$ cat src/rtl/mem_port_arbiter.sv
// mem_port_arbiter: shares one single-ported, multi-cycle memory between the
// fetch stage and the memory stage of the 16-bit pipeline. Data accesses win
// over fetches, flushed fetches are completed but discarded, and an access
// that never completes raises a sticky err and is abandoned.
module mem_port_arbiter #(
  parameter int TIMEOUT = 64
) (
  input  logic        clk,
  input  logic        rst_n,
  input  logic        if_req,
  input  logic [15:0] if_addr,
  input  logic        flush,
  input  logic        d_rd,
  input  logic        d_wr,
  input  logic [15:0] d_addr,
  input  logic [15:0] d_wdata,
  output logic        mem_req,
  output logic        mem_wr,
  output logic [15:0] mem_addr,
  output logic [15:0] mem_wdata,
  input  logic [15:0] mem_rdata,
  input  logic        mem_done,
  output logic [15:0] if_instr,
  output logic        if_valid,
  output logic [15:0] d_rdata,
  output logic        d_valid,
  output logic        if_stall,
  output logic        d_stall,
  output logic        err
);

  localparam logic [1:0] IDLE  = 2'd0;
  localparam logic [1:0] FETCH = 2'd1;
  localparam logic [1:0] DATA  = 2'd2;

  // Counter value seen during the TIMEOUT-th outstanding cycle.
  localparam logic [7:0] LAST_CYCLE = 8'(TIMEOUT - 1);

  logic [1:0] stateReg;
  logic [7:0] cycleCnt;
  logic       discardReg;
  logic       timeoutHit;

  assign timeoutHit = (cycleCnt == LAST_CYCLE);

  // Any non-idle state means an access is outstanding at the memory.
  assign mem_req = (stateReg != IDLE);

  // Stalls follow the raw requests and drop only in the valid-pulse cycle.
  assign if_stall = if_req & ~if_valid;
  assign d_stall  = (d_rd | d_wr) & ~d_valid;

  // Grant, track and retire memory accesses; valid pulses last one cycle.
  always_ff @(posedge clk or negedge rst_n) begin
    if (!rst_n) begin
      stateReg   <= IDLE;
      cycleCnt   <= '0;
      discardReg <= 1'b0;
      err        <= 1'b0;
      mem_wr     <= 1'b0;
      mem_addr   <= '0;
      mem_wdata  <= '0;
      if_instr   <= '0;
      if_valid   <= 1'b0;
      d_rdata    <= '0;
      d_valid    <= 1'b0;
    end else begin
      if_valid <= 1'b0;
      d_valid  <= 1'b0;
      case (stateReg)
        IDLE: begin
          // mem_done arriving here belongs to nothing and is ignored.
          cycleCnt   <= '0;
          discardReg <= 1'b0;
          if (d_rd | d_wr) begin
            // Data is the older instruction, so it always goes first.
            mem_addr  <= d_addr;
            mem_wdata <= d_wdata;
            mem_wr    <= d_wr;
            stateReg  <= DATA;
          end else if (if_req & ~flush) begin
            mem_addr <= if_addr;
            mem_wr   <= 1'b0;
            stateReg <= FETCH;
          end
        end
        FETCH: begin
          if (mem_done) begin
            // A flush at any point of the access, including now, kills the pulse.
            if_instr   <= mem_rdata;
            if_valid   <= ~(discardReg | flush);
            stateReg   <= IDLE;
            discardReg <= 1'b0;
            cycleCnt   <= '0;
          end else if (timeoutHit) begin
            err        <= 1'b1;
            stateReg   <= IDLE;
            discardReg <= 1'b0;
            cycleCnt   <= '0;
          end else begin
            cycleCnt <= cycleCnt + 8'd1;
            if (flush) begin
              discardReg <= 1'b1;
            end
          end
        end
        DATA: begin
          if (mem_done) begin
            // Writes are acknowledged without disturbing the last load value.
            if (!mem_wr) begin
              d_rdata <= mem_rdata;
            end
            d_valid  <= 1'b1;
            mem_wr   <= 1'b0;
            stateReg <= IDLE;
            cycleCnt <= '0;
          end else if (timeoutHit) begin
            err      <= 1'b1;
            mem_wr   <= 1'b0;
            stateReg <= IDLE;
            cycleCnt <= '0;
          end else begin
            cycleCnt <= cycleCnt + 8'd1;
          end
        end
        default: begin
          stateReg <= IDLE;
          mem_wr   <= 1'b0;
          cycleCnt <= '0;
        end
      endcase
    end
  end

endmodule

$ cat config.mk
export PLATFORM = sky130hd
export DESIGN_NAME = mem_port_arbiter
export DESIGN_NICKNAME = d
export VERILOG_FILES = /design/src/rtl/mem_port_arbiter.sv
export SDC_FILE = /design/constraint.sdc
export NUM_CORES = 1
export LEC_CHECK = 0
export BUFFER_PORTS_ARGS = -buffer_cell sky130_fd_sc_hd__buf_4
export CORE_MARGIN = 4
export CORE_UTILIZATION = 51
export CTS_CLUSTER_DIAMETER = 200
export CTS_CLUSTER_SIZE = 40
export DETAILED_ROUTE_END_ITERATION = 10
export GPL_TIMING_DRIVEN = 1
export PLACE_DENSITY = 0.84
export SLEW_MARGIN = 20
export SYNTH_ARGS = -nofsm -noshare
export SYNTH_HDL_FRONTEND = slang
export SYNTH_SLANG_ARGS = --single-unit
$ cat constraint.sdc
create_clock -name clk -period 3.6 [get_ports clk]
set_input_delay 0.54 -clock clk [delete_from_list [all_inputs] [get_ports clk]]
set_output_delay 0.54 -clock clk [all_outputs]
set_load 0.02 [all_outputs]
### Word level (Yosys, flattened, before mapping)

Index checks and enable logic that the tools add are counted.

| word-level totals | value |
|---|---|
| register bits after elaboration | 79 |
| latch bits | 0 |
| memory bits (writable) | 0 |
| bits in read-only memories | 0 |
| input bits | 71 |
| output and inout port bits | 71 |
| word-level logic and storage cells | 67 |
| memories | 0 |

| operators by class | value |
|---|---|
| add/subtract/negate cells | 1 |
| $mul | 0 |
| div/mod/pow operators | 0 |
| order comparisons | 0 |
| equal/unequal tests | 7 |
| shift operators | 0 |
| multiplexer cells | 23 |
| bitwise gates (word level) | 12 |
| reductions and logical operators | 13 |

Operator list:

| operator | count |
|---|---|
| 16-bit two-way mux | 2 |
| 8-bit two-way mux | 3 |
| 1-bit two-way mux | 11 |
| 2-bit AND reduction | 5 |
| 3-bit AND reduction | 3 |
| 8-bit by 1-bit adder with 8-bit output, second input constant | 1 |
| 8-bit by 6-bit == test with 1-bit output, second input constant | 1 |
| 2-bit two-way mux | 4 |
| 1-bit inverter | 7 |
| 3-bit inequality test, second input constant | 2 |
| 2-bit nonzero test | 3 |
| 4-bit inequality test, second input constant | 1 |
| 2-bit case mux with 2 select lines | 1 |
| 1-bit bitwise AND | 3 |
| 3-bit by 1-bit inequality test with 1-bit output, second input constant | 1 |
| 1-bit case mux with 3 select lines | 1 |
| 2-bit by 1-bit == test with 1-bit output, second input constant | 1 |
| 2-bit == test, second input constant | 1 |
| 2-bit zero test | 1 |
| 1-bit bitwise OR | 2 |
| 1-bit case mux with 2 select lines | 1 |
| 2-bit OR reduction | 1 |

### Logic depth before layout (Yosys ltp)

Gate-level depths: netlist of run 1.

| logic depth | value |
|---|---|
| depth in word-level cells | 5 |
| depth in mapped cells | 7 |
| gate-level depth less buffers | 6 |

### Worst setup path before layout of run 1

No wires, ideal clock.

| timing path | value |
|---|---|
| kind | input to output |
| from | in d_wr |
| to | out d_stall |
| data arrival time | 1350 ps |
| required time | 3060 ps |
| setup slack | 1710 ps |
| cell stages on the path | 4 |
| path buffers | 2 |
| cells stage by stage | clkbuf_1 > nor2_4 > buf_4 > nor2_1 |

| between the ends | value |
|---|---|
| word-level cells in the longest chain between the ends | 2 |

Ends and longest elaborated chain:

| element | RTL line | text |
|---|---|---|
| from (decl) | 14 | `input logic d_wr,` |
| 1-bit bitwise OR | 51 | `assign d_stall = (d_rd \| d_wr) & ~d_valid;` |
| 1-bit bitwise AND | 51 |  |
| to (decl) | 28 | `output logic d_stall,` |

No other way between the ends.

### Worst setup path in the final report of run 1

| timing path | value |
|---|---|
| from | reg stateReg[1] |
| to | out mem_req |

| between the ends | value |
|---|---|
| word-level cells in the longest chain between the ends | 1 |

Ends and longest elaborated chain:

| element | RTL line | text |
|---|---|---|
| from (decl) | 39 | `logic [1:0] stateReg;` |
| from (signal assigned) | 56 | `stateReg <= IDLE;` |
| from (signal assigned) | 80 | `stateReg <= DATA;` |
| from (signal assigned) | 84 | `stateReg <= FETCH;` |
| 2-bit nonzero test | 47 | `assign mem_req = (stateReg != IDLE);` |
| to (decl) | 17 | `output logic mem_req,` |

No other way between the ends.

==> results.py, run 1 <==
metrics = {
    "run_status": {
        "status": "finished, final reports clean",
    },
    "detailed_routing": {
        "dr.pass1.iters": 4,
        "avgRoutedWirePerCell_microns": 15.9,
        "routed_wirelength_microns": 7470,
        "drc_errors": 0,
        "antenna_left": 0,
        "num_vias": 2372,
        "vias_per_cell": 5.06,
        "drt_iter0_drc": 144,
    },
    "timing": {
        "setup_viol": 0,
        "period_share": 0.567,
        "worst_pin_slew_ns": 0.957,
        "hold_violations": 0,
        "timing.final.crit_period_ns": 2.04,
        "skew_ns": 0.00886,
        "max-slew-margin-rel": 0.362,
        "hold_slack_ns": 0.341,
        "finalMaxSlewViolations": 0,
        "setup_tns_ns": 0,
        "grt_setup_unrepaired": "false",
        "max_freq_mhz": 490,
    },
    "clocking": {
        "cts_tree": "built",
        "clockBufferDepth": 2,
        "ctsHoldBuffers": 0,
        "cts_resized": 0,
        "cts_buffers": 9,
        "path_clk_slew_ns": 0.08,
        "post-cts-setup-buffers": 0,
        "clock_sinks": 79,
        "htreeDepth": 3,
        "root_buffer": "clkbuf_8",
        "clock_latency_ns": 0.34,
    },
    "floorplan": {
        "start_util": 0.541,
        "die_area_sq_um": 7770,
        "dieHeight_microns": 88.2,
        "rows": 28,
        "core_area_sq_um": 6060,
        "io_pins": 142,
        "die_x_microns": 88.2,
    },
    "pwr": {
        "p_leak_nw": 2.28,
        "power.density_nw_per_um2": 897,
        "vdd_drop_max_v": 0.000595,
    },
    "placed_design": {
        "numPortBuffers": 141,
        "hpwl_microns": 5620,
        "gp_congestion": 0.771,
    },
    "critical_path": {
        "critPathMostFrequentCell": "inv_1",
        "crit_arrival_ns": 1.50,
        "path_cells": "inv_1, ha_1, inv_1, buf_4",
        "path_delay_family": "flip-flops",
        "cp-end-kind": "output port",
        "startpoint_type": "register",
        "critPathMaxStageDelay_ns": 0.40,
        "path_class": "register to output port",
        "critPathBufInv": 3,
        "slowest_stage": "dfrtp_1",
        "worst_ep_required_time_ns": 3.06,
        "path_max_fanout": 8,
    },
    "grt": {
        "grt_max_degree": 80,
        "grtUsageTotal": 0.201,
        "grt_pass1_vias": 2499,
        "grt-ovfl-total": 0,
        "grt_pass1_wl_microns": 11700,
        "antenna_found_initial": 0,
    },
    "synth": {
        "synth_area_leaders": "dfrtp_1 (60%), mux2_2 (16%), mux2i_1 (5.2%), o21ai_0 (2.7%), nand2_1 (2.5%)",
        "yosysWarnings": 0,
        "dominantRegCellSynth": "dfrtp_1",
        "synth_commonest_cells": "dfrtp_1 (79), mux2_2 (48), nand2_1 (22), o21ai_0 (18), mux2i_1 (17)",
        "synth.top_cell.area_share": 0.603,
        "synth_edf_count": 0,
        "async_flop_share": 1.00,
        "synth_nets": 322,
        "synth-seq-cells": 79,
        "ys_types": 31,
        "synthCells": 247,
        "ys_seq_area_frac": 0.603,
        "avgSynthCellArea_sq_um": 13.3,
        "synth_most_common_cell": "dfrtp_1",
        "syn_area_sq_um": 3280,
        "yosys.area.top_type": "dfrtp_1",
    },
    "layout": {
        "antenna-diode-count": 0,
        "area_growth_pct": 41.5,
        "fillers": 407,
        "drive_gt1_frac": 0.533,
        "finalNetCount": 464,
    },
    "job": {
        "drv_cap": 0,
    },
    "worst_hold_path": {
        "hp-class": "input pin to async pin",
    },
}
cell families (layout without fill, tap and decap cells):
kind of cell,count (synthesis),in the layout,share of synthesized area
adders and majority gates,4,4,0.0153
DFF,79,79,0.603
and+or+nand+nor,49,49,0.0729
buffers and inverters,15,162,0.0214
xor gates and xnor gates,6,6,0.0160
muxes,65,65,0.217
AOI/OAI and AO/OA,29,29,0.0542
worst reg2reg max path: stages (launching register included):
cell      delay, ns
dfrtp_1        0.37
inv_1          0.07
ha_1           0.20
and2_1         0.16
nand2b_1       0.57
mux2_2         0.42
final timing paths:
| path | start | endpoint | slack, ns | depth (start not counted) |
|---|---|---|---|---|
| hold / removal | rst_n | mem_addr[0]$_DFFE_PN0P_ | 0.34 | 1 |
| setup reg to reg | stateReg[0]$_DFFE_PN0P_ | d_rdata[8]$_DFFE_PN0P_ | 1.69 | 5 |
| min in group clk | flush | if_valid$_DFF_PN0_ | 0.38 | 2 |
| max in group asynchronous | rst_n | if_valid$_DFF_PN0_ | 2.66 | 1 |
| setup / recovery | stateReg[1]$_DFFE_PN0P_ | mem_req | 1.56 | 4 |
| hold reg to reg | discardReg$_DFFE_PN0P_ | if_valid$_DFF_PN0_ | 0.47 | 1 |
final cells by class:
cell class	count	area [sq um]	area share
well taps	75	93.8	0.0202
flip-flops and latches	79	1980	0.426
clock inverters	7	121	0.0262
repair buffers	141	1060	0.228
multi-input cells	153	1240	0.268
clock buffers	9	124	0.0267
inverters	5	18.8	0.00405
cells in the final DEF, fill, tap and decap left out, drive strengths merged:
cell type,netlist,routed
buf,7,141
dfrtp,79,79
mux2,48,48
nand2,22,22
o21ai,21,21
mux2i,17,17
nor2,10,10
clkbuf,3,9
inv,5,5
xor2,5,5
ha,4,4
clkinv,0,4
nand2b,3,3
nand3,3,3
bufinv,0,3
o31ai,3,3
nand4,2,2
and3,2,2
nor2b,2,2
a21oi,2,2
o21bai,2,2
or3b,1,1
and4,1,1
xnor2,1,1
and2,1,1
nor3,1,1
o211a,1,1
nand4b,1,1
per-stage QoR:
stage	utilization	cells	setup slack, ns	power (W)	cell area (sq um)
global placement	0.725	453	1.60	0.00336	4390
finish	0.765	469	1.56	0.00416	4640
floorplan	-	247	1.71	0.00256	3280
global route	0.765	469	1.44	0.00441	4640
detailed placement	0.725	453	1.48	0.00342	4390
CTS	0.765	469	1.55	0.00421	4640
where the power goes:
group | internal (W) | switching [W] | total, W
logic | 0.000890 | 0.000993 | 0.00188
registers | 0.00128 | 0.000216 | 0.00150
clock network | 0.000463 | 0.000318 | 0.000780
sequential cells by signal, summed over array words and instances (netlist names):
register	count
if_valid	1
mem_addr	16
discardReg	1
stateReg	2
if_instr	16
d_valid	1
mem_wdata	16
mem_wr	1
cycleCnt	8
d_rdata	16
err	1
metal layers:
layer / up-vias / GRT usage / part of all wire
met5: - / 0 / 0
met2: 102 / 0.333 / 0.47
met1: 1121 / 0.238 / 0.40
met4: 0 / 0.0865 / 0.013
li1: 1140 / - / -
met3: 9 / 0.0724 / 0.12
Note: power is estimated with default switching activity, not from simulation.
==> inputs of run 2 (changes only) <==
- CORE_UTILIZATION: 51 -> 43
- PLACE_DENSITY: 0.84 -> 0.75
- clock period: 3.6 -> 1.7 ns (I/O delays scaled with it)
==> results.py, run 2 (same netlist as run 1, synthesis figures left out) <==
metrics = {
    "clocking": {
        "clock_sinks": 79,
        "cts_tree": "built",
        "clock_latency_ns": 0.34,
        "cts_buffers": 9,
        "htreeDepth": 3,
        "clockBufferDepth": 2,
        "path_clk_slew_ns": 0.08,
        "root_buffer": "clkbuf_8",
    },
    "layout": {
        "final_common_cell": "buf_4",
        "antenna-diode-count": 0,
        "layout.cells.non_filler": 507,
        "finalNetCount": 479,
        "post-route-cell-area_sq_um": 4810,
        "utilization": 0.656,
        "drive_gt1_frac": 0.556,
        "final_cell_mix": "buf_4 (151), dfrtp_1 (79), mux2_2 (48)",
        "area_growth_pct": 46.9,
    },
    "grt": {
        "grt-ovfl-total": 0,
        "grt_max_degree": 46,
        "grt_pass1_wl_microns": 12100,
        "met3_usage": 0.0750,
        "met2_usage": 0.277,
        "grt_util_met1": 0.212,
        "grtUsageTotal": 0.174,
        "grt_pass1_vias": 2544,
        "top_usage_layer": "met2",
        "antenna_found_initial": 0,
    },
    "run_status": {
        "status": "finished, final reports clean",
    },
    "critical_path": {
        "slowest_stage": "dfrtp_1",
        "path_cells": "ha_2, or3b_4, o211a_1, o31ai_1, nand2b_1",
        "critPathMaxStageDelay_ns": 0.42,
        "path_max_fanout": 4,
        "startpoint_type": "register",
        "worst_ep_required_time_ns": 1.98,
        "path_class": "register to register",
        "crit_arrival_ns": 1.91,
        "cp-end-kind": "register",
    },
    "job": {
        "drv_cap": 0,
    },
    "detailed_routing": {
        "vias_per_cell": 4.84,
        "drt_iter0_drc": 66,
        "avgRoutedWirePerCell_microns": 15.2,
        "num_vias": 2454,
        "routed_wirelength_microns": 7710,
        "drc_errors": 0,
        "antenna_left": 0,
        "dr.pass1.iters": 4,
    },
    "floorplan": {
        "dieHeight_microns": 95.3,
        "die_area_sq_um": 9080,
        "core_area_sq_um": 7330,
        "io_pins": 142,
        "rows": 31,
        "start_util": 0.447,
        "die_x_microns": 95.3,
    },
    "placed_design": {
        "gp_congestion": 0.748,
        "numPortBuffers": 141,
        "placed_area_sq_um": 4550,
        "hpwl_microns": 5800,
        "place_inst": 487,
    },
    "timing": {
        "timing.final.crit_period_ns": 1.63,
        "skew_ns": 0.00778,
        "hold_violations": 0,
        "max-slew-margin-rel": 0.347,
        "finalMaxSlewViolations": 0,
        "max_freq_mhz": 612,
        "period_share": 0.962,
        "setup_viol": 0,
        "worst_pin_slew_ns": 0.980,
    },
    "worst_hold_path": {
        "hp-class": "input pin to register",
    },
    "pwr": {
        "power.density_nw_per_um2": 1840,
        "total_power_w": 0.00887,
        "vdd_drop_max_v": 0.00104,
        "p_leak_nw": 2.35,
    },
}
-- run 2: changes by cell type in the layout (fill, tap and decap cells not counted) --
| cell | previous run | this run |
|---|---|---|
| buf_4 | 141 | 151 |
| buf_12 | 0 | 4 |
| clkinv_4 | 3 | 1 |
| ha_1 | 4 | 2 |
| inv_1 | 5 | 3 |
| inv_2 | 0 | 2 |
| bufinv_16 | 3 | 2 |
| clkinv_2 | 1 | 2 |
| clkinvlp_4 | 0 | 1 |
| dlygate4sd3_1 | 0 | 1 |
| ha_2 | 0 | 1 |
| ha_4 | 0 | 1 |
-- run 2: stage by stage --
step | TNS [ns] | hold slack [ns] | worst slack (ns)
2_1_floorplan | 0 | -0.0406 | 0.0519
3_3_place_gp | 0 | 0.125 | 0.0245
3_5_place_dp | -0.692 | 0.132 | -0.0979
4_1_cts | 0 | 0.0736 | 0.0388
5_1_grt | -0.0161 | 0.0807 | -0.00972
6_report | 0 | 0.0862 | 0.0654
-- run 2: worst paths after layout --
check | from | to | slack, ns | cells past startpoint
worst max-delay path | cycleCnt[0]$_DFF_PN0_ | mem_wr$_DFFE_PN0P_ | 0.07 | 5
max in group asynchronous | rst_n | mem_addr[15]$_DFFE_PN0P_ | 0.88 | 3
worst min register to register | err$_DFFE_PN0P_ | err$_DFFE_PN0P_ | 0.47 | 2
min in group asynchronous | rst_n | if_instr[7]$_DFFE_PN0P_ | 0.30 | 2
worst min-delay path | flush | if_valid$_DFF_PN0_ | 0.09 | 2
worst max register to register | cycleCnt[0]$_DFF_PN0_ | mem_wr$_DFFE_PN0P_ | 0.07 | 5
-- run 2: per-layer routing --
metal / part of all wire / vias to the layer above
li1: - / 1168
met1: 0.41 / 1181
met2: 0.47 / 95
met3: 0.12 / 10
met4: 0.011 / 0
met5: 0 / -
-- run 2: area by class of cell --
class	count	area, sq um
Fill cell	541	2520
Inverter	5	18.8
Tap cell	99	124
Sequential cell	79	1980
Timing Repair Buffer	156	1220
Clock inverter	6	86.3
Clock buffer	9	124
Multi-Input combinational cell	153	1260
-- run 2: worst max-delay path, delay by kind of cell (launching register included) --
family / cells / cell delay, ns
flip-flops: 1 / 0.42
adder cells (fa/ha/maj): 1 / 0.20
AO/OA/AOI/OAI: 2 / 0.41
AND/OR/NAND/NOR: 2 / 0.55
-- run 2: power by group --
group	internal (W)	switching (W)
combinational	0.00206	0.00216
clock	0.000816	0.000670
sequential	0.00271	0.000448
-- run 2: repair_timing --
item,4_1_cts,5_1_grt
hold endpoints to repair,14,0
resized for setup,2,3
setup buffers,0,4
endpoints found under the setup margin,1,3
hold buffers,1,0
pin swaps,0,2
==> inputs of run 3 (changes only) <==
- REMOVE_ABC_BUFFERS: not set -> 1
==> results.py, run 3 (same netlist as run 1, synthesis figures left out) <==
metrics = {
    "timing": {
        "skew_ns": 0.00731,
        "period_share": 0.957,
        "setup_tns_ns": 0,
        "max-slew-margin-rel": 0.337,
        "hold_violations": 0,
        "setup_viol": 0,
        "finalMaxSlewViolations": 0,
        "worst_pin_slew_ns": 0.994,
        "max_freq_mhz": 614,
        "grt_setup_unrepaired": "false",
        "timing.final.crit_period_ns": 1.63,
        "worst_slack_ns": 0.0726,
    },
    "detailed_routing": {
        "antenna_left": 0,
        "vias_per_cell": 4.76,
        "dr.pass1.iters": 4,
        "drt_iter0_drc": 133,
        "routed_wirelength_microns": 7310,
        "avgRoutedWirePerCell_microns": 14.5,
        "num_vias": 2399,
        "drc_errors": 0,
    },
    "critical_path": {
        "reg2reg_to": "mem_wr$_DFFE_PN0P_",
        "rr_startpoint": "cycleCnt[1]$_DFF_PN0_",
        "path_class": "register to register",
        "path_max_fanout": 4,
        "worst_ep_required_time_ns": 1.98,
        "cp-end-kind": "register",
        "regToRegSetupSlack_ns": 0.07,
        "startpoint_type": "register",
        "crit_arrival_ns": 1.91,
        "ff2ff_path_depth": 5,
    },
    "layout": {
        "antenna-diode-count": 0,
        "drive_gt1_frac": 0.548,
        "fillers": 572,
        "finalNetCount": 476,
        "layout.cells.non_filler": 504,
        "final_common_cell": "buf_4",
        "post-route-cell-area_sq_um": 4770,
        "area_growth_pct": 45.7,
        "final_cell_mix": "buf_4 (148), dfrtp_1 (79), mux2_2 (48)",
    },
    "worst_hold_path": {
        "holdPathStages": 2,
        "holdPathEnd": "if_valid$_DFF_PN0_",
        "hp-class": "input pin to register",
        "hold_path.startpoint": "flush",
    },
    "placed_design": {
        "place_inst": 486,
        "numPortBuffers": 141,
        "gp_congestion": 0.816,
        "placed_area_sq_um": 4540,
        "hpwl_microns": 5540,
        "dp_slack_ns": -0.0905,
    },
    "clocking": {
        "root_buffer": "clkbuf_8",
        "cts_tree": "built",
        "clock_sinks": 79,
        "path_clk_slew_ns": 0.08,
        "cts_buffers": 9,
        "clock_latency_ns": 0.34,
        "clockBufferDepth": 2,
        "htreeDepth": 3,
    },
    "floorplan": {
        "io_pins": 142,
        "die_x_microns": 95.3,
        "start_util": 0.447,
        "rows": 31,
        "core_area_sq_um": 7330,
        "die_area_sq_um": 9080,
        "dieHeight_microns": 95.3,
    },
    "grt": {
        "grt_max_degree": 39,
        "grt_pass1_wl_microns": 11600,
        "antenna_found_initial": 0,
        "grtUsageTotal": 0.166,
        "grt-ovfl-total": 0,
        "grt_pass1_vias": 2429,
    },
    "pwr": {
        "p_leak_nw": 2.34,
        "vdd_drop_max_v": 0.00106,
        "power.density_nw_per_um2": 1820,
    },
    "job": {
        "drv_cap": 0,
    },
    "run_status": {
        "status": "finished, final reports clean",
    },
}
-- run 3: worst max-delay path by stage --
stage,startpoint,end,slack (ns),cells after the start
2_1_floorplan,if_req,mem_addr[0]$_DFFE_PN0P_,-0.74,3
3_3_place_gp,if_req,mem_addr[10]$_DFFE_PN0P_,-0.008,4
3_5_place_dp,if_req,mem_addr[10]$_DFFE_PN0P_,-0.09,4
4_1_cts,stateReg[1]$_DFFE_PN0P_,mem_req,0.007,5
5_1_grt,cycleCnt[1]$_DFF_PN0_,mem_wr$_DFFE_PN0P_,0.01,5
6_report,cycleCnt[1]$_DFF_PN0_,mem_wr$_DFFE_PN0P_,0.07,5
-- run 3: area by class of cell --
cell class / instances / area, sq um / share of cell area
Timing Repair Buffer: 153 / 1200 / 0.252
Sequential cell: 79 / 1980 / 0.414
Clock buffer: 12 / 155 / 0.0325
Tap cell: 99 / 124 / 0.0259
Multi-Input combinational cell: 153 / 1260 / 0.263
Clock inverter: 3 / 42.5 / 0.00891
Inverter: 5 / 18.8 / 0.00393
-- run 3: stage by stage --
stage	hold slack (ns)	util	power, W
after floorplan	-0.0406	-	0.00537
after global placement	0.258	0.619	0.00723
after detailed placement	0.263	0.619	0.00734
after CTS	0.0690	0.648	0.00875
after global routing	0.0785	0.651	0.00923
final	0.0821	0.651	0.00871
-- run 3: power breakdown --
group | switching (W) | leakage [nW] | internal, W | total, W
combinational | 0.00212 | 1.27 | 0.00204 | 0.00416
clock | 0.000643 | 0.0985 | 0.000749 | 0.00139
sequential | 0.000450 | 0.971 | 0.00271 | 0.00316
-- run 3: worst max-delay path, cell delays in order, from the launching register on --
cell and delay, ns:
dfrtp_1 0.40, ha_1 0.18, or3b_4 0.41, o211a_1 0.24
o31ai_1 0.21, nand2b_1 0.13
-- run 3: metal layers --
metal,GRT usage,routed length (microns),part of all wire
met2,0.271,3580,0.49
met1,0.204,2880,0.39
met3,0.0568,747,0.10
met4,0.0613,104,0.014
met5,0,0,0
-- run 3: what timing repair did --
item / in CTS / in global routing
endpoints found under the hold margin: 35 / 0
buffers inserted: 0 / 2
setup endpoints to repair: 1 / 3
hold buffers: 1 / 0
gates resized for setup: 1 / 4
